==> config.mk <==
export PLATFORM = sky130hd
export DESIGN_NAME = lcd_bus_responder_flat
export DESIGN_NICKNAME = d
export VERILOG_FILES = /design/src/rtl/lcd_pkg.sv /design/src/rtl/lcd_bus_responder_if.sv /design/src/rtl/lcd_ddram.sv /design/src/rtl/lcd_bus_responder.sv /design/src/flat_wrapper.sv
export SDC_FILE = /design/constraint.sdc
export NUM_CORES = 1
export LEC_CHECK = 0
export CORE_MARGIN = 3
export CORE_UTILIZATION = 35
export CTS_BUF_LIST = sky130_fd_sc_hd__clkbuf_8
export DETAILED_ROUTE_END_ITERATION = 6
export GPL_TIMING_DRIVEN = 0
export PLACE_DENSITY = 0.54
export SKIP_CTS_REPAIR_TIMING = 1
export SLEW_MARGIN = 15
export SYNTH_ARGS = -nofsm -noshare
export SYNTH_HDL_FRONTEND = slang
export SYNTH_SLANG_ARGS = --single-unit
==> constraint.sdc <==
create_clock -name clk -period 4 [get_ports clk]
set_clock_uncertainty 0.15 [all_clocks]
set_input_delay 0.8 -clock clk [delete_from_list [all_inputs] [get_ports clk]]
set_output_delay 0.8 -clock clk [all_outputs]
set_load 0.01 [all_outputs]
==> src/rtl/lcd_pkg.sv <==
// rtl/lcd_pkg.sv - shared constants, state encoding and address helpers for the LCD bus responder
package lcd_pkg;

    localparam int BUSY_CYCLES = 40;
    localparam int DDRAM_DEPTH = 80;
    localparam int LINE_LEN    = 40;

    localparam logic [6:0] LINE0_LAST  = 7'h27;
    localparam logic [6:0] LINE1_FIRST = 7'h40;
    localparam logic [6:0] LINE1_LAST  = 7'h67;

    localparam logic [7:0] FILL_CHAR = 8'h20;

    localparam logic [7:0] CMD_SET_DDRAM = 8'h80;
    localparam logic [7:0] CMD_SET_CGRAM = 8'h40;
    localparam logic [7:0] CMD_FUNC_SET  = 8'h20;
    localparam logic [7:0] CMD_SHIFT     = 8'h10;
    localparam logic [7:0] CMD_DISPLAY   = 8'h08;
    localparam logic [7:0] CMD_ENTRY     = 8'h04;
    localparam logic [7:0] CMD_HOME      = 8'h02;
    localparam logic [7:0] CMD_CLEAR     = 8'h01;

    typedef enum logic [1:0] {
        ST_IDLE  = 2'd0,
        ST_EXEC  = 2'd1,
        ST_BUSY  = 2'd2,
        ST_CLEAR = 2'd3
    } state_t;

    function automatic logic addr_valid(input logic [6:0] a);
        return (a <= LINE0_LAST) || ((a >= LINE1_FIRST) && (a <= LINE1_LAST));
    endfunction

    // The two display lines are not contiguous, so stepping hops the gap in both directions.
    function automatic logic [6:0] addr_step(input logic [6:0] a, input logic up);
        logic [6:0] r;
        if (up) begin
            if (a == LINE0_LAST)      r = LINE1_FIRST;
            else if (a == LINE1_LAST) r = 7'h00;
            else                      r = a + 7'd1;
        end else begin
            if (a == 7'h00)            r = LINE1_LAST;
            else if (a == LINE1_FIRST) r = LINE0_LAST;
            else                       r = a - 7'd1;
        end
        return r;
    endfunction

    function automatic logic [6:0] addr_to_idx(input logic [6:0] a);
        return a[6] ? ({1'b0, a[5:0]} + 7'(LINE_LEN)) : {1'b0, a[5:0]};
    endfunction

    function automatic logic [6:0] idx_to_addr(input logic [6:0] i);
        return (i < 7'(LINE_LEN)) ? i : (i + (LINE1_FIRST - 7'(LINE_LEN)));
    endfunction

endpackage

==> src/rtl/lcd_bus_responder_if.sv <==
// rtl/lcd_bus_responder_if.sv - HD44780-style parallel bus between initiator and responder
interface lcd_bus_responder_if;

    logic [7:0] lcd_data;
    logic       lcd_rs;
    logic       lcd_rw;
    logic       lcd_en;

    modport master (
        output lcd_data,
        output lcd_rs,
        output lcd_rw,
        output lcd_en
    );

    modport slave (
        input lcd_data,
        input lcd_rs,
        input lcd_rw,
        input lcd_en
    );

endinterface

==> src/rtl/lcd_ddram.sv <==
// rtl/lcd_ddram.sv - 80x8 display data RAM, one write port and one synchronous read port
module lcd_ddram (
    input  logic       clk,
    input  logic       rst,
    input  logic       we,
    input  logic [6:0] waddr,
    input  logic [7:0] wdata,
    input  logic [6:0] raddr,
    output logic [7:0] rdata
);
    import lcd_pkg::*;

    logic [7:0] mem [0:DDRAM_DEPTH-1];
    logic [6:0] widx;
    logic [6:0] ridx;

    assign widx = addr_to_idx(waddr);
    assign ridx = addr_to_idx(raddr);

    // Array contents are never reset; only the read register is.
    always_ff @(posedge clk) begin
        if (we && addr_valid(waddr)) begin
            mem[widx] <= wdata;
        end
    end

    always_ff @(posedge clk) begin
        if (rst) begin
            rdata <= 8'h00;
        end else begin
            rdata <= addr_valid(raddr) ? mem[ridx] : 8'h00;
        end
    end

endmodule

==> src/rtl/lcd_bus_responder.sv <==
// rtl/lcd_bus_responder.sv - HD44780-style bus responder: strobe capture, command decode, DDRAM update
module lcd_bus_responder (
    input  logic               clk,
    input  logic               rst,
    lcd_bus_responder_if.slave bus,
    input  logic [6:0]         rd_addr,
    output logic [7:0]         rd_data,
    output logic [6:0]         cur_addr,
    output logic               display_on,
    output logic               cursor_on,
    output logic               blink_on,
    output logic               entry_inc,
    output logic               func_8bit,
    output logic               func_2line,
    output logic               init_done,
    output logic               busy,
    output logic               cmd_valid,
    output logic [7:0]         cmd_byte,
    output logic               cmd_rs,
    output logic               overrun,
    output logic               proto_err
);
    import lcd_pkg::*;

    logic [10:0] sync_meta;
    logic [10:0] sync_q;
    logic        en_prev;
    logic        en_fall;
    logic        rs_s;
    logic        rw_s;
    logic [7:0]  data_s;

    // Bus order inside the synchronizer: {en, rs, rw, data}.
    always_ff @(posedge clk) begin
        if (rst) begin
            sync_meta <= '0;
            sync_q    <= '0;
            en_prev   <= 1'b0;
        end else begin
            sync_meta <= {bus.lcd_en, bus.lcd_rs, bus.lcd_rw, bus.lcd_data};
            sync_q    <= sync_meta;
            en_prev   <= sync_q[10];
        end
    end

    assign rs_s    = sync_q[9];
    assign rw_s    = sync_q[8];
    assign data_s  = sync_q[7:0];
    assign en_fall = en_prev & ~sync_q[10];

    state_t     state;
    state_t     state_next;
    logic [6:0] cnt;
    logic [6:0] cnt_next;
    logic       accept;
    logic       cap_rs;
    logic [7:0] cap_data;
    logic       mem_we;
    logic [6:0] mem_waddr;
    logic [7:0] mem_wdata;
    logic       clear_last;

    assign clear_last = (state == ST_CLEAR) && (cnt == 7'(DDRAM_DEPTH - 1));

    always_ff @(posedge clk) begin
        if (rst) begin
            state <= ST_IDLE;
            cnt   <= 7'd0;
        end else begin
            state <= state_next;
            cnt   <= cnt_next;
        end
    end

    always_comb begin
        state_next = state;
        cnt_next   = cnt;
        accept     = 1'b0;
        mem_we     = 1'b0;
        mem_waddr  = cur_addr;
        mem_wdata  = cap_data;
        case (state)
            ST_IDLE: begin
                if (en_fall && !rw_s) begin
                    accept     = 1'b1;
                    state_next = ST_EXEC;
                end
            end
            ST_EXEC: begin
                cnt_next = 7'd0;
                mem_we   = cap_rs;
                if (!cap_rs && (cap_data == CMD_CLEAR)) begin
                    state_next = ST_CLEAR;
                end else begin
                    state_next = ST_BUSY;
                end
            end
            ST_BUSY: begin
                if (cnt == 7'(BUSY_CYCLES - 1)) begin
                    state_next = ST_IDLE;
                end else begin
                    cnt_next = cnt + 7'd1;
                end
            end
            ST_CLEAR: begin
                mem_we    = 1'b1;
                mem_waddr = idx_to_addr(cnt);
                mem_wdata = FILL_CHAR;
                if (clear_last) begin
                    state_next = ST_IDLE;
                end else begin
                    cnt_next = cnt + 7'd1;
                end
            end
        endcase
    end

    always_ff @(posedge clk) begin
        if (rst) begin
            cap_rs     <= 1'b0;
            cap_data   <= 8'h00;
            cur_addr   <= 7'h00;
            display_on <= 1'b0;
            cursor_on  <= 1'b0;
            blink_on   <= 1'b0;
            entry_inc  <= 1'b1;
            func_8bit  <= 1'b1;
            func_2line <= 1'b0;
            init_done  <= 1'b0;
            overrun    <= 1'b0;
            proto_err  <= 1'b0;
        end else begin
            if (accept) begin
                cap_rs   <= rs_s;
                cap_data <= data_s;
            end
            if (en_fall && (state != ST_IDLE)) begin
                overrun <= 1'b1;
            end
            if (en_fall && (state == ST_IDLE) && rw_s) begin
                proto_err <= 1'b1;
            end
            if (state == ST_EXEC) begin
                if (cap_rs) begin
                    cur_addr <= addr_step(cur_addr, entry_inc);
                end else if ((cap_data & CMD_SET_DDRAM) != 8'h00) begin
                    if (addr_valid(cap_data[6:0])) begin
                        cur_addr <= cap_data[6:0];
                    end else begin
                        cur_addr  <= 7'h00;
                        proto_err <= 1'b1;
                    end
                end else if ((cap_data & CMD_SET_CGRAM) != 8'h00) begin
                    // CGRAM is not modelled; the address is accepted and discarded.
                end else if ((cap_data & CMD_FUNC_SET) != 8'h00) begin
                    func_8bit  <= cap_data[4];
                    func_2line <= cap_data[3];
                    init_done  <= 1'b1;
                end else if ((cap_data & CMD_SHIFT) != 8'h00) begin
                    if (!cap_data[3]) begin
                        cur_addr <= addr_step(cur_addr, cap_data[2]);
                    end
                end else if ((cap_data & CMD_DISPLAY) != 8'h00) begin
                    display_on <= cap_data[2];
                    cursor_on  <= cap_data[1];
                    blink_on   <= cap_data[0];
                end else if ((cap_data & CMD_ENTRY) != 8'h00) begin
                    entry_inc <= cap_data[1];
                end else if ((cap_data & CMD_HOME) != 8'h00) begin
                    cur_addr <= 7'h00;
                end
            end
            if (clear_last) begin
                cur_addr  <= 7'h00;
                entry_inc <= 1'b1;
            end
        end
    end

    assign busy      = (state != ST_IDLE);
    assign cmd_valid = (state == ST_EXEC);
    assign cmd_byte  = cap_data;
    assign cmd_rs    = cap_rs;

    lcd_ddram u_ddram (
        .clk   (clk),
        .rst   (rst),
        .we    (mem_we & ~rst),
        .waddr (mem_waddr),
        .wdata (mem_wdata),
        .raddr (rd_addr),
        .rdata (rd_data)
    );

endmodule
==> src/flat_wrapper.sv <==
// flat-port wrapper written by rule: the top's interface ports become plain ports
module lcd_bus_responder_flat import lcd_pkg::*;
  (clk, rst, rd_addr, rd_data, cur_addr, display_on, cursor_on, blink_on, entry_inc, func_8bit, func_2line, init_done, busy, cmd_valid, cmd_byte, cmd_rs, overrun, proto_err, bus_lcd_data, bus_lcd_rs, bus_lcd_rw, bus_lcd_en);
  lcd_bus_responder_if bus_i ();
  input  logic clk;
  input  logic rst;
  input  logic [6:0] rd_addr;
  output logic [7:0] rd_data;
  output logic [6:0] cur_addr;
  output logic display_on;
  output logic cursor_on;
  output logic blink_on;
  output logic entry_inc;
  output logic func_8bit;
  output logic func_2line;
  output logic init_done;
  output logic busy;
  output logic cmd_valid;
  output logic [7:0] cmd_byte;
  output logic cmd_rs;
  output logic overrun;
  output logic proto_err;
  input wire logic [$bits(bus_i.lcd_data)-1:0] bus_lcd_data;
  input wire logic [$bits(bus_i.lcd_rs)-1:0] bus_lcd_rs;
  input wire logic [$bits(bus_i.lcd_rw)-1:0] bus_lcd_rw;
  input wire logic [$bits(bus_i.lcd_en)-1:0] bus_lcd_en;
  assign bus_i.lcd_data = bus_lcd_data;
  assign bus_i.lcd_rs = bus_lcd_rs;
  assign bus_i.lcd_rw = bus_lcd_rw;
  assign bus_i.lcd_en = bus_lcd_en;
  lcd_bus_responder u_core (.clk(clk), .rst(rst), .bus(bus_i), .rd_addr(rd_addr), .rd_data(rd_data), .cur_addr(cur_addr), .display_on(display_on), .cursor_on(cursor_on), .blink_on(blink_on), .entry_inc(entry_inc), .func_8bit(func_8bit), .func_2line(func_2line), .init_done(init_done), .busy(busy), .cmd_valid(cmd_valid), .cmd_byte(cmd_byte), .cmd_rs(cmd_rs), .overrun(overrun), .proto_err(proto_err));
endmodule
======== Word level (Yosys, flattened, before mapping) ========
Memories as Yosys holds them, arrays and structs flattened. A register that Yosys moved wholly into a read port is not among the register bits.
Index checks and enable logic that the tools add are counted.
Widths: inputs -> output; s select.
word-level totals
  register bits ........................... 57
  memories ................................ 1
  RAM bits ................................ 640
  output and inout port bits .............. 35
memory list
  name                words  width  read ports  clocked after Yosys merged registers in  write ports  RTL line         source
  u_core.u_ddram.mem  80     8      1           1                                        1            lcd_ddram.sv:13  logic [7:0] mem [0:DDRAM_DEPTH-1];
operators by class
  add/sub/neg operators ................... 6
  mux-type cells .......................... 39
  equal/unequal tests ..................... 18
  $lt $le $gt $ge ......................... 10
  reductions and logical operators ........ 28
  bitwise gates (word level) .............. 11
operators with widths
  operator             count
  $mux 7               22
  $eq 7x7->1 const B   3
  $ge 7x7->1 const B   3
  $le 7x6->1 const B   3
  $le 7x7->1 const B   3
  $pmux 7 s3           1
  $add 6x6->7 const B  2
  $add 7x1->7 const B  2
  $eq 7x6->1 const B   2
  $logic_and 1x1->1    10
  $mux 1               10
  $ne 3x1->1 const B   3
  $not 1->1            9
  $eq 8x1->1 const B   1
  $mux 8               1
  $pmux 2 s4           1
  $reduce_and 8->1     1
  $add 7x5->7 const B  1
  $logic_not 7->1      1
  $lt 7x6->1 const B   1
  $reduce_and 7->1     1
  $sub 7x1->7 const B  1
  $mux 2               3
  $ne 2x1->1 const B   3
  other kinds (16)     24

======== Depth between registers and ports, before layout ========
Gate-level depths: netlist of run 1.
  word-level depth ........................ 10
  depth in mapped cells ................... 11
  mapped depth without buffers ............ 11

======== Hierarchy ========
A second synthesis of run 1 with hierarchy kept.
second synthesis, totals
  cells, all modules ...................... 1573
  area total of the unflattened synthesis .. 28401.0 um2
modules (own cells, without submodules)
  module             seq. area each (um2)  times used  area each (um2)  cells an instance
  lcd_ddram          19378.6               1           25504.5          1233
  lcd_bus_responder  1141.1                1           2896.5           340

======== Least setup slack after synthesis of run 1 ========
OpenSTA, ideal clock, no wires.
  kind .................................... register to register
  start ................................... register u_core.cap_data[2] (netlist: u_core.cmd_byte[2])
  end ..................................... memory u_core.u_ddram.mem[0][2] (data pin)
  required time ........................... 3.276 ns
  data arrival time ....................... 2.648 ns
  stages on the path, launching flop included .. 4
  period minus slack after synthesis ...... 3.372 ns
  path buffers ............................ 1
  setup slack ............................. 0.628 ns
  cell sequence ........................... dfxtp_1 > clkbuf_1 > inv_1 > nor2_1
on the way
  cells in the longest elaborated chain, start to end .. 1
RTL lines
  element                  RTL line                  source
  start, declared          lcd_bus_responder.sv:57   logic [7:0] cap_data;
  start signal, assigned   lcd_bus_responder.sv:135  cap_data <= data_s;
  $mux 8                   lcd_bus_responder.sv:82   case (state)
  net u_core.mem_wdata[2]  lcd_bus_responder.sv:60   logic [7:0] mem_wdata;
  end, declared            lcd_ddram.sv:13
The timed path passes the listed nets, and every way through them passes these cells.

======== Worst setup path after layout of run 1 ========
  start ................................... input rd_addr[2]
  end ..................................... register u_core.u_ddram.rdata[0] (read register of u_core.u_ddram.mem)
on the way
  cells in the longest elaborated chain, start to end .. 5
RTL lines
  element                                   RTL line           source
  start, declared                           flat_wrapper.sv:7  input logic [6:0] rd_addr;
  $ge 7x7->1 or $le 7x7->1 (tied branches)  lcd_pkg.sv:31      return (a <= LINE0_LAST) || ((a >= LINE1_FIRST) && (a <= LINE1_LAST));
  $logic_and 1x1->1                         lcd_pkg.sv:31
  $logic_or 1x1->1                          lcd_pkg.sv:31
  $not 1->1 (no line)                       -
  $reduce_or 2->1 (no line)                 -
  end, declared                             lcd_ddram.sv:9     output logic [7:0] rdata
Several ways; a longest one is shown, not always the timed one.
A chain may end at the register's enable or synchronous reset.

==> results of run 1 <==
## kinds of logic after synthesis
family          after synthesis  synth area share, %
flops                       705                72.08
simple gates                406                6.588
mux                         203                14.79
compound gates              160                3.753
buf+inv                     108                1.819
xor+xnor                     16               0.4922
fa+ha+maj                    11               0.4834
## metal layers
metal / share of wire [%] / global-route usage (%) / routed length (um) / vias up
li1: - / - / - / 6830
met1: 44 / 24.19 / 32230 / 8281
met2: 48 / 27.58 / 35200 / 562
met3: 5.8 / 3.082 / 4284 / 111
met4: 2.9 / 6.043 / 2128 / 0
met5: 0 / 0 / 0 / -
## critical path: cells and delay by family
kind                   cells  cell delay (ns)
AO/OA/AOI/OAI              2             0.62
AND/OR/NAND/NOR            2             0.40
multiplexers               1             0.41
buffers and inverters      4             2.11
## how the worst max path moves through the flow
stage	startpoint	cells past startpoint	slack, ns	endpoint
finish	rd_addr[2]	9	0.06	u_core.u_ddram.rdata[0]
detailed placement	rd_addr[3]	9	-1.13	u_core.u_ddram.rdata[5]
CTS	u_core.cnt[3]	11	-0.62	u_core.u_ddram.mem[49][2]
global route	u_core.cnt[3]	10	-0.17	u_core.u_ddram.mem[30][1]
global placement	u_core.cmd_byte[2]	3	-1.57	u_core.u_ddram.mem[8][2]
floorplan	u_core.cmd_byte[2]	3	0.63	u_core.u_ddram.mem[0][2]
## cell usage in the layout, fill, tap and decap left out, types with 7 or more instances in the layout
master	count
edfxtp_1	640
buf_4	13
nand2b_1	11
nor2_1	48
a21o_1	7
buf_1	10
xor2_1	9
clkdlybuf4s50_1	50
nor3_1	17
nor4_1	7
a211oi_1	8
inv_1	58
a2111oi_0	7
a31oi_1	16
mux4_2	153
nand4_1	22
dfxtp_1	65
nand3_1	26
clkbuf_8	123
o21a_1	7
a21oi_1	40
o21ai_0	25
nor2_4	60
nor2b_1	29
clkbuf_1	37
clkinv_2	11
clkinv_1	24
ha_1	11
and2_1	8
nor2_2	21
nand2_1	120
mux4_1	16
buf_2	26
buf_12	14
mux2i_1	31
## registers in the layout (all words and copies together), names as in the netlist, 2 cells and up
| register | count |
|---|---|
| u_core.cmd_byte | 8 |
| u_core.u_ddram.mem | 640 |
| u_core.u_ddram.rdata | 8 |
| u_core.cnt | 7 |
| u_core.sync_meta | 11 |
| u_core.cur_addr | 7 |
| u_core.state | 2 |
| u_core.sync_q | 11 |
## per-stage QoR
stage	instance area (um2)	util [%]	std cells	setup TNS, ns
final	33430	41.91	2941	0
after global routing	33430	41.90	2940	-19.04
after CTS	32630	40.91	2928	-169.97
after detailed placement	30460	38.19	2716	-148.63
after global placement	30280	37.96	2709	-249.01
after floorplan	28470	-	1609	0
## where the power goes
group / internal [W] / switching, W / leakage, nW / total (W)
registers: 0.00795 / 0.00000737 / 6.43 / 0.00796
clock network: 0.00304 / 0.00287 / 1.25 / 0.00590
logic: 0.000300 / 0.000460 / 3.01 / 0.000760
total: 0.0113 / 0.00333 / 10.7 / 0.0146
## cell type report
| cell class | instances | area, um2 |
|---|---|---|
| Clock inverter | 89 | 479.2 |
| Multi-Input combinational cell | 796 | 8070 |
| Timing Repair Buffer | 68 | 830.8 |
| Antenna cell | 4 | 10.01 |
| Buffer | 90 | 454.2 |
| Tap cell | 1050 | 1314 |
| Clock buffer | 123 | 1693 |
| Inverter | 16 | 60.06 |
| Fill cell | 7059 | 46340 |
| Sequential cell | 705 | 20520 |
==> summary.txt, run 1 <==
Run status
  • Status: finished, final reports clean

Worst hold path
  • Worst hold-check path type: reg -> reg
  • Hold path cells: 1
  • WHS Endpoint: u_core.sync_q[3]
  • Min-delay src: u_core.sync_meta[3]

Timing
  • Final WS setup: ~0.056 ns
  • Finish-stage setup viols: 0
  • Tightest Pin Transition: about 1.2 ns
  • Final period utilization: 98.60%
  • Hold Slack: approximately 0.28 ns
  • Final min period: just under 4 ns
  • Fmax achieved: between 200 and 300 MHz
  • Slew headroom: 21.86%
  • Final Hold Viols: 0
  • Max-slew violation count: 0
  • Unrepaired setup endpoints after global routing: true

Synthesis
  • Top post-synthesis cells by count: edfxtp_1, mux4_2, nor2_1
  • Sequential fraction of the synthesis area: approximately 72%
  • YS warnings: 0
  • Synth Net Count: 1640
  • Yosys top cell by area: edfxtp_1
  • Post-synthesis register bit count: 705
  • Count of cell types in the netlist: between 60 and 70
  • Area contributors post-synth: edfxtp_1, mux4_2, dfxtp_1, nor2_1, nand2_1
  • Post-synth EDFFs: 640
  • Main synth FF type: edfxtp_1
  • Yosys top cell area share: 67.50%
  • Most instantiated library cell after synthesis: edfxtp_1
  • Synthesized area: between 20000 and 30000 um2
  • Syn Area/Cell: 17.69 um2
  • Syn Inst Count: 1609
  • FFs w/ async S/R, synth: 0%

Setup path
  • Crit Path Class: in -> reg
  • Reg2Reg Depth: 10
  • CP Cell Sequence: clkdlybuf4s50_1, buf_2, buf_2, clkbuf_1, mux4_2, nand2_1, a31oi_1, nand4_1, a21oi_1
  • R2r endpoint: u_core.u_ddram.mem[10][0]
  • Most frequent CP cell: buf_2
  • CP arrival: about 4.4 ns
  • CP required: 4.43 ns
  • Slowest CP cell: clkbuf_1
  • CP Max Fanout: 10
  • Worst setup SP type: input pin
  • FF-to-FF Start: u_core.cnt[3]
  • Crit end category: flop
  • Crit-path max cell delay: 0.71 ns
  • FF-to-FF setup slack: approximately 0.090 ns

CTS
  • Worst skew pair latency: between 0.7 and 0.8 ns
  • # clock sinks: approximately 700
  • CTS Root Cell: clkbuf_8
  • Clk pin slew, worst setup/hold paths: roughly 0.060 ns
  • CTS tree: built
  • Num CTS Buffers: between 100 and 150
  • Max Root-Sink Buffers: 3
  • CTS H-tree lvls: 3

Route
  • Final wirelength: 73.84 mm
  • DR WL/cell: 25.11 um
  • Remaining DRCs: 0
  • DR vias/cell: ~5.4
  • Post-route ant nets: 0
  • Via Count: between 15k and 20k
  • Detailed Routing Iterations Pass 1: 5
  • DR iter-0 viols: ~1.4k

Pwr
  • Lkg Pwr: approximately 11 nW
  • Total power: 0.01462 W
  • Max VDD drop: between 200 and 250 uV
  • Power Density: approximately 440 nW/um2

Global routing
  • Gr usage total: 17.37%
  • Overflow after GRT: 0
  • Initial antenna violation count: 2
  • First-pass GRT wire length: between 100 and 150 mm
  • Vias in the first global route: roughly 16k
  • Largest net degree at the start of global routing: 81

Layout
  • Nets: ~1.8k
  • Area Growth Syn to Fin: 17.43%
  • Share of cells above drive strength 1: approximately a quarter

Place
  • HPWL reported at the end of detailed placement: between 40 and 50 mm
  • Setup WS pre-CTS: -1.127 ns
  • Final RePlAce weighted congestion: approximately 0.9
  • PortBufs: 50

Floorplan
  • Die area: 84800 um2
  • Initial core utilization: around 36%
  • Core area: between 70000 and 80000 um2
  • I/O pin total: between 50 and 60
  • Std cell rows: between 100 and 150
  • Chip Height: just under 300 um
  • DIE WIDTH: slightly below 300 um

Run
  • Max-cap viol count: 0
No activity file was read; power rests on OpenSTA's default activity.
==> run 2: changes to the inputs <==
==> constraint.sdc (replaced) <==
create_clock -name clk -period 3.7 [get_ports clk]
set_clock_uncertainty 0.15 [all_clocks]
set_input_delay 0.74 -clock clk [delete_from_list [all_inputs] [get_ports clk]]
set_output_delay 0.74 -clock clk [all_outputs]
set_load 0.01 [all_outputs]
==> run 2 against run 1 <==
Net effect:
- critical path depth grew 1
- total power grew 8.1%
- largest cell class unchanged
- via count grew 1.6%
- highest routed layer unchanged
- cell count grew 1.1%
==> summary.txt, run 2 (same netlist as run 1, synthesis figures left out) <==
Floorplan
  • I/O pin total: 55
  • DIE WIDTH: a little under 300 um
  • Initial core utilization: a little over a third
  • Die area: around 85000 um2
  • Chip Height: roughly 290 um
  • Std cell rows: approximately 100
  • Core area: 79770 um2

Layout
  • Largest register FFs: 640
  • Filler instances: between 6k and 7k
  • Area Growth Syn to Fin: 20.02%
  • Commonest non-fill, non-tap cell in the layout: edfxtp_1
  • Post-layout util: 42.83%
  • Share of cells above drive strength 1: a little over a quarter
  • Regs by FF count: u_core.u_ddram.mem: 640 flops, u_core.sync_meta: 11 flops, u_core.sync_q: 11 flops
  • Finished Cell Area: 34170 um2
  • Largest register by flop count: u_core.u_ddram.mem
  • Commonest non-fill, non-tap cells in the layout: edfxtp_1, mux4_2, clkbuf_8
  • Nets: 1855

Setup path
  • R2r endpoint: u_core.u_ddram.mem[10][3]
  • CP arrival: 3.97 ns
  • FF-to-FF Start: u_core.cnt[4]
  • CP Max Fanout: 10
  • CP Cell Sequence: clkdlybuf4s50_1, buf_2, clkbuf_4, buf_2, clkbuf_4, mux4_2, nand2_1, nand3_1, nand4_1, a21oi_1
  • FF-to-FF setup slack: 0.13 ns
  • Worst setup SP type: input pin
  • CP required: between 4 and 5 ns
  • Crit end category: flop
  • Crit path buf inv count: 5
  • Crit-path max cell delay: approximately 0.60 ns
  • Reg2Reg Depth: 11
  • Critical Path Source: rd_addr[2]
  • Slowest CP cell: clkdlybuf4s50_1
  • Crit Path Class: in -> reg
  • CP delay by family, top: buffers and inverters

CTS
  • Clk pin slew, worst setup/hold paths: 0.06 ns
  • # clock sinks: a little over 700
  • Worst skew pair latency: 0.75 ns
  • Max Root-Sink Buffers: 3
  • CTS H-tree lvls: 3
  • CTS Root Cell: clkbuf_8
  • CTS tree: built
  • Num CTS Buffers: about 110

Route
  • Post-route ant nets: 0
  • Via Count: approximately 16k
  • Remaining DRCs: 0
  • Detailed Routing Iterations Pass 1: 5
  • DR WL/cell: ~25 um
  • DR iter-0 viols: around 1.5k
  • Final wirelength: 74.59 mm
  • DR vias/cell: 5.390

Place
  • Dpl cell area: between 30000 and 40000 um2
  • HPWL reported at the end of detailed placement: between 40 and 50 mm
  • PortBufs: 50
  • Final RePlAce weighted congestion: 0.8977

Pwr
  • Max VDD drop: around 260 uV
  • P_int: about 0.012 W
  • Clk pwr share: just over 40%
  • Sw frac: 22.76%
  • Lkg Pwr: between 10 and 15 nW
  • Power Density: 462.3 nW/um2
  • Flop pwr share: between 50% and 60%
  • Total power: 0.01580 W
  • Logic pwr share: under 10%
  • Switching power: ~0.0036 W

Worst hold path
  • Hold path cells: 1
  • Worst hold-check path type: reg -> reg
  • WHS Endpoint: u_core.sync_q[3]
  • Min-delay src: u_core.sync_meta[3]

Run
  • Max-cap viol count: 0

Timing
  • Finish-stage setup viols: 0
  • Tightest Pin Transition: 1.179 ns
  • Slew headroom: 20.55%
  • Final period utilization: 96.74%
  • Final Hold Viols: 0
  • Fmax achieved: between 200 and 300 MHz
  • Final min period: around 3.6 ns
  • Max-slew violation count: 0

Global routing
  • Gr usage total: around 17%
  • First-pass GRT wire length: roughly 110 mm
  • Initial antenna violation count: 2
  • Largest net degree at the start of global routing: 81
  • Vias in the first global route: 16.05k
  • Overflow after GRT: 0

Run status
  • Status: finished, final reports clean
==> run 2: power by group through the flow <==
stage	Sequential (W)	Clock, W	Combinational [W]
6_report	0.00860	0.00637	0.000831
4_1_cts	0.00860	0.00654	0.000824
5_1_grt	0.00860	0.00691	0.000873
3_5_place_dp	0.00877	0	0.000821
3_3_place_gp	0.00877	0	0.000814
2_1_floorplan	0.00877	0	0.000490
==> run 2: per-stage QoR <==
stage	hold WS (ns)	setup TNS (ns)	instances	setup WS (ns)
floorplan	0.2638	0	1609	0.3276
global placement	0.2715	-542.38	2709	-1.871
detailed placement	0.2720	-338.36	2716	-1.367
CTS	0.2864	-362.41	2928	-0.9214
global route	0.3051	-1.523	2973	-0.03515
finish	0.2828	0	2974	0.1205
==> run 2: worst max-delay path by stage <==
| stage | cells after the start | slack, ns | endpoint |
|---|---|---|---|
| 3_3_place_gp | 3 | -1.87 | u_core.u_ddram.mem[8][2] |
| 6_report | 10 | 0.12 | u_core.u_ddram.rdata[5] |
| 3_5_place_dp | 9 | -1.37 | u_core.u_ddram.rdata[5] |
| 2_1_floorplan | 3 | 0.33 | u_core.u_ddram.mem[0][2] |
| 4_1_cts | 11 | -0.92 | u_core.u_ddram.mem[49][2] |
| 5_1_grt | 10 | -0.04 | u_core.u_ddram.mem[62][2] |
==> run 2: layer usage <==
layer / part of all wire (%) / GRT usage [%] / wire length (um)
met5: 0 / 0 / 0
met4: 2.9 / 6.043 / 2145
met3: 6.3 / 3.082 / 4702
met2: 48 / 27.58 / 35910
met1: 43 / 24.19 / 31830
==> run 2: worst register-to-register path, cell delays in order (launching register included) <==
cell	delay, ns
dfxtp_1	0.48
inv_1	0.13
ha_1	0.24
and2b_1	0.30
nor3_1	0.11
o31ai_4	0.34
ha_1	0.36
nand2b_1	0.20
a21oi_1	0.29
o21ai_4	0.27
nor2_4	0.24
buf_12	0.16
==> run 2: layout make-up <==
class                   instances  area, um2  area share (%)
diodes                          4      10.01         0.02929
plain buffers                  92      474.2           1.388
clock buffers                 123       1693           4.954
flip-flops and latches        705      20520           60.05
repair buffers                 99       1316           3.852
clock inverters                89      479.2           1.402
multi-input cells             796       8303           24.30
well taps                    1050       1314           3.845
inverters                      16      60.06          0.1758
==> run 3: changes to the inputs <==
--- a/config.mk
+++ b/config.mk
@@ -5,6 +5,7 @@
 export SDC_FILE = /design/constraint.sdc
 export NUM_CORES = 1
 export LEC_CHECK = 0
+export CAP_MARGIN = 20
 export CORE_MARGIN = 3
 export CORE_UTILIZATION = 35
 export CTS_BUF_LIST = sky130_fd_sc_hd__clkbuf_8
==> run 3 against run 2 <==
Net effect:
- core utilization up 0.61 points
- sequential power about the same
- clock power about the same
- maximum frequency down 0.29%
- flip-flop and latch count is the same
- die area did not move
- sequential share of layout area shrank 0.85 points
==> summary.txt, run 3 (same netlist as run 1, synthesis figures left out) <==
Layout
  • Storage cell area: approximately 20000 um2
  • Share of cells above drive strength 1: about 28%
  • Commonest non-fill, non-tap cell in the layout: edfxtp_1
  • Layout Cells excl Fill: roughly 3.0k
  • Area Growth Syn to Fin: 21.74%
  • Finished Cell Area: between 30000 and 40000 um2
  • Regs by FF count: u_core.u_ddram.mem: 640 flops, u_core.sync_meta: 11 flops, u_core.sync_q: 11 flops
  • Nets: ~1.9k
  • Post-layout util: a little over two fifths
  • Multi-input logic area: a little over 8000 um2
  • Largest register by flop count: u_core.u_ddram.mem
  • Commonest non-fill, non-tap cells in the layout: edfxtp_1, mux4_2, clkbuf_8
  • Largest register FFs: 640
  • Filler instances: around 7k

Floorplan
  • DIE WIDTH: between 200 and 300 um
  • Initial core utilization: approximately 36%
  • Die area: between 80000 and 90000 um2
  • Core area: 79770 um2
  • I/O pin total: 55
  • Chip Height: slightly below 300 um
  • Std cell rows: approximately 100

Setup path
  • CP Cell Sequence: inv_1, ha_1, and2b_1, nor3_1, o31ai_4, ha_1, nand2b_1, a21oi_1, o21ai_4, nor2_4, buf_12
  • CP delay by family, top: compound AO/OA/AOI/OAI gates
  • CP arrival: 3.85 ns
  • Most frequent CP cell: ha_1
  • CP required: slightly below 4 ns
  • Crit Path Class: reg -> reg
  • Crit end category: flop
  • Crit-path max cell delay: around 0.48 ns
  • Crit path buf inv count: 2
  • CP Max Fanout: 9
  • Critical Path Source: u_core.cnt[3]
  • FF-to-FF Start: u_core.cnt[3]
  • Slowest CP cell: dfxtp_1
  • Worst setup SP type: flop

Timing
  • Slew headroom: 36.49%
  • Final Hold Viols: 0
  • Finish-stage setup viols: 0
  • Tightest Pin Transition: 0.9525 ns
  • Final period utilization: ~97%
  • Fmax achieved: around 280 MHz
  • Setup TNS: 0 ns
  • Final min period: around 3.6 ns
  • Max-slew violation count: 0

Pwr
  • Clk pwr share: between 40% and 50%
  • P_int: about 0.012 W
  • Sw frac: a little under a quarter
  • Flop pwr share: between 50% and 60%
  • Lkg Pwr: between 10 and 15 nW
  • Power Density: 456.2 nW/um2
  • Logic pwr share: approximately 5.2%
  • Switching power: 0.003608 W
  • Max VDD drop: 257.4 uV
  • Total power: ~0.016 W

Place
  • Placed cells: between 2k and 3k
  • HPWL reported at the end of detailed placement: just under 50 mm
  • Dpl cell area: about 30000 um2
  • Final RePlAce weighted congestion: ~0.9
  • PortBufs: 50

CTS
  • CTS tree: built
  • Num CTS Buffers: around 110
  • Max Root-Sink Buffers: 3
  • Worst skew pair latency: 0.74 ns
  • # clock sinks: between 700 and 800
  • CTS H-tree lvls: 3
  • Clk pin slew, worst setup/hold paths: around 0.06 ns
  • CTS Root Cell: clkbuf_8

Route
  • DR vias/cell: roughly 5.4
  • DR WL/cell: 24.94 um
  • Detailed Routing Iterations Pass 1: 6
  • Via Count: roughly 16k
  • Final wirelength: approximately 75 mm
  • DR iter-0 viols: approximately 1.5k
  • Remaining DRCs: 0
  • Post-route ant nets: 0

Global routing
  • Largest net degree at the start of global routing: approximately 80
  • Initial antenna violation count: 2
  • Overflow after GRT: 0
  • First-pass GRT wire length: 108.9 mm
  • Vias in the first global route: between 15k and 20k
  • Gr usage total: about 17%

Run
  • Max-cap viol count: 0

Worst hold path
  • Worst hold-check path type: reg -> reg
  • Min-delay src: u_core.sync_meta[3]

Run status
  • Status: finished, final reports clean
==> run 3: routing by layer <==
| layer | global-route usage, % | vias to the layer above | wire length [um] |
|---|---|---|---|
| li1 | - | 6962 | - |
| met1 | 24.19 | 8446 | 32050 |
| met2 | 27.58 | 613 | 35890 |
| met3 | 3.082 | 112 | 4692 |
| met4 | 6.043 | 0 | 2247 |
| met5 | 0 | - | 0 |
==> run 3: power groups by stage <==
stage	logic (W)	registers, W	clock network (W)
floorplan	0.000490	0.00877	0
global placement	0.000814	0.00877	0
detailed placement	0.000821	0.00877	0
CTS	0.000824	0.00860	0.00654
global route	0.000874	0.00860	0.00692
finish	0.000829	0.00860	0.00638
==> run 3: final timing paths <==
path                                to  slack (ns)  cells past startpoint
min reg2reg           u_core.sync_q[3]        0.28                      1
min                   u_core.sync_q[3]        0.28                      1
max          u_core.u_ddram.mem[10][0]        0.11                     11
max reg2reg  u_core.u_ddram.mem[10][0]        0.11                     11
==> run 3: cell type report <==
type / count / share of cell area, %
Sequential cell: 705 / 59.20
Multi-Input combinational cell: 796 / 23.94
Antenna cell: 4 / 0.02888
Inverter: 16 / 0.1733
Clock buffer: 123 / 4.884
Tap cell: 1050 / 3.790
Timing Repair Buffer: 127 / 5.227
Clock inverter: 89 / 1.383
Buffer: 92 / 1.368
==> run 3: through the flow <==
step           hold slack [ns]  setup WS [ns]
2_1_floorplan           0.2638         0.3276
3_3_place_gp            0.2715         -1.871
3_5_place_dp            0.2720         -1.367
4_1_cts                 0.2864        -0.9214
5_1_grt                 0.3051       -0.05585
6_report                0.2828         0.1100
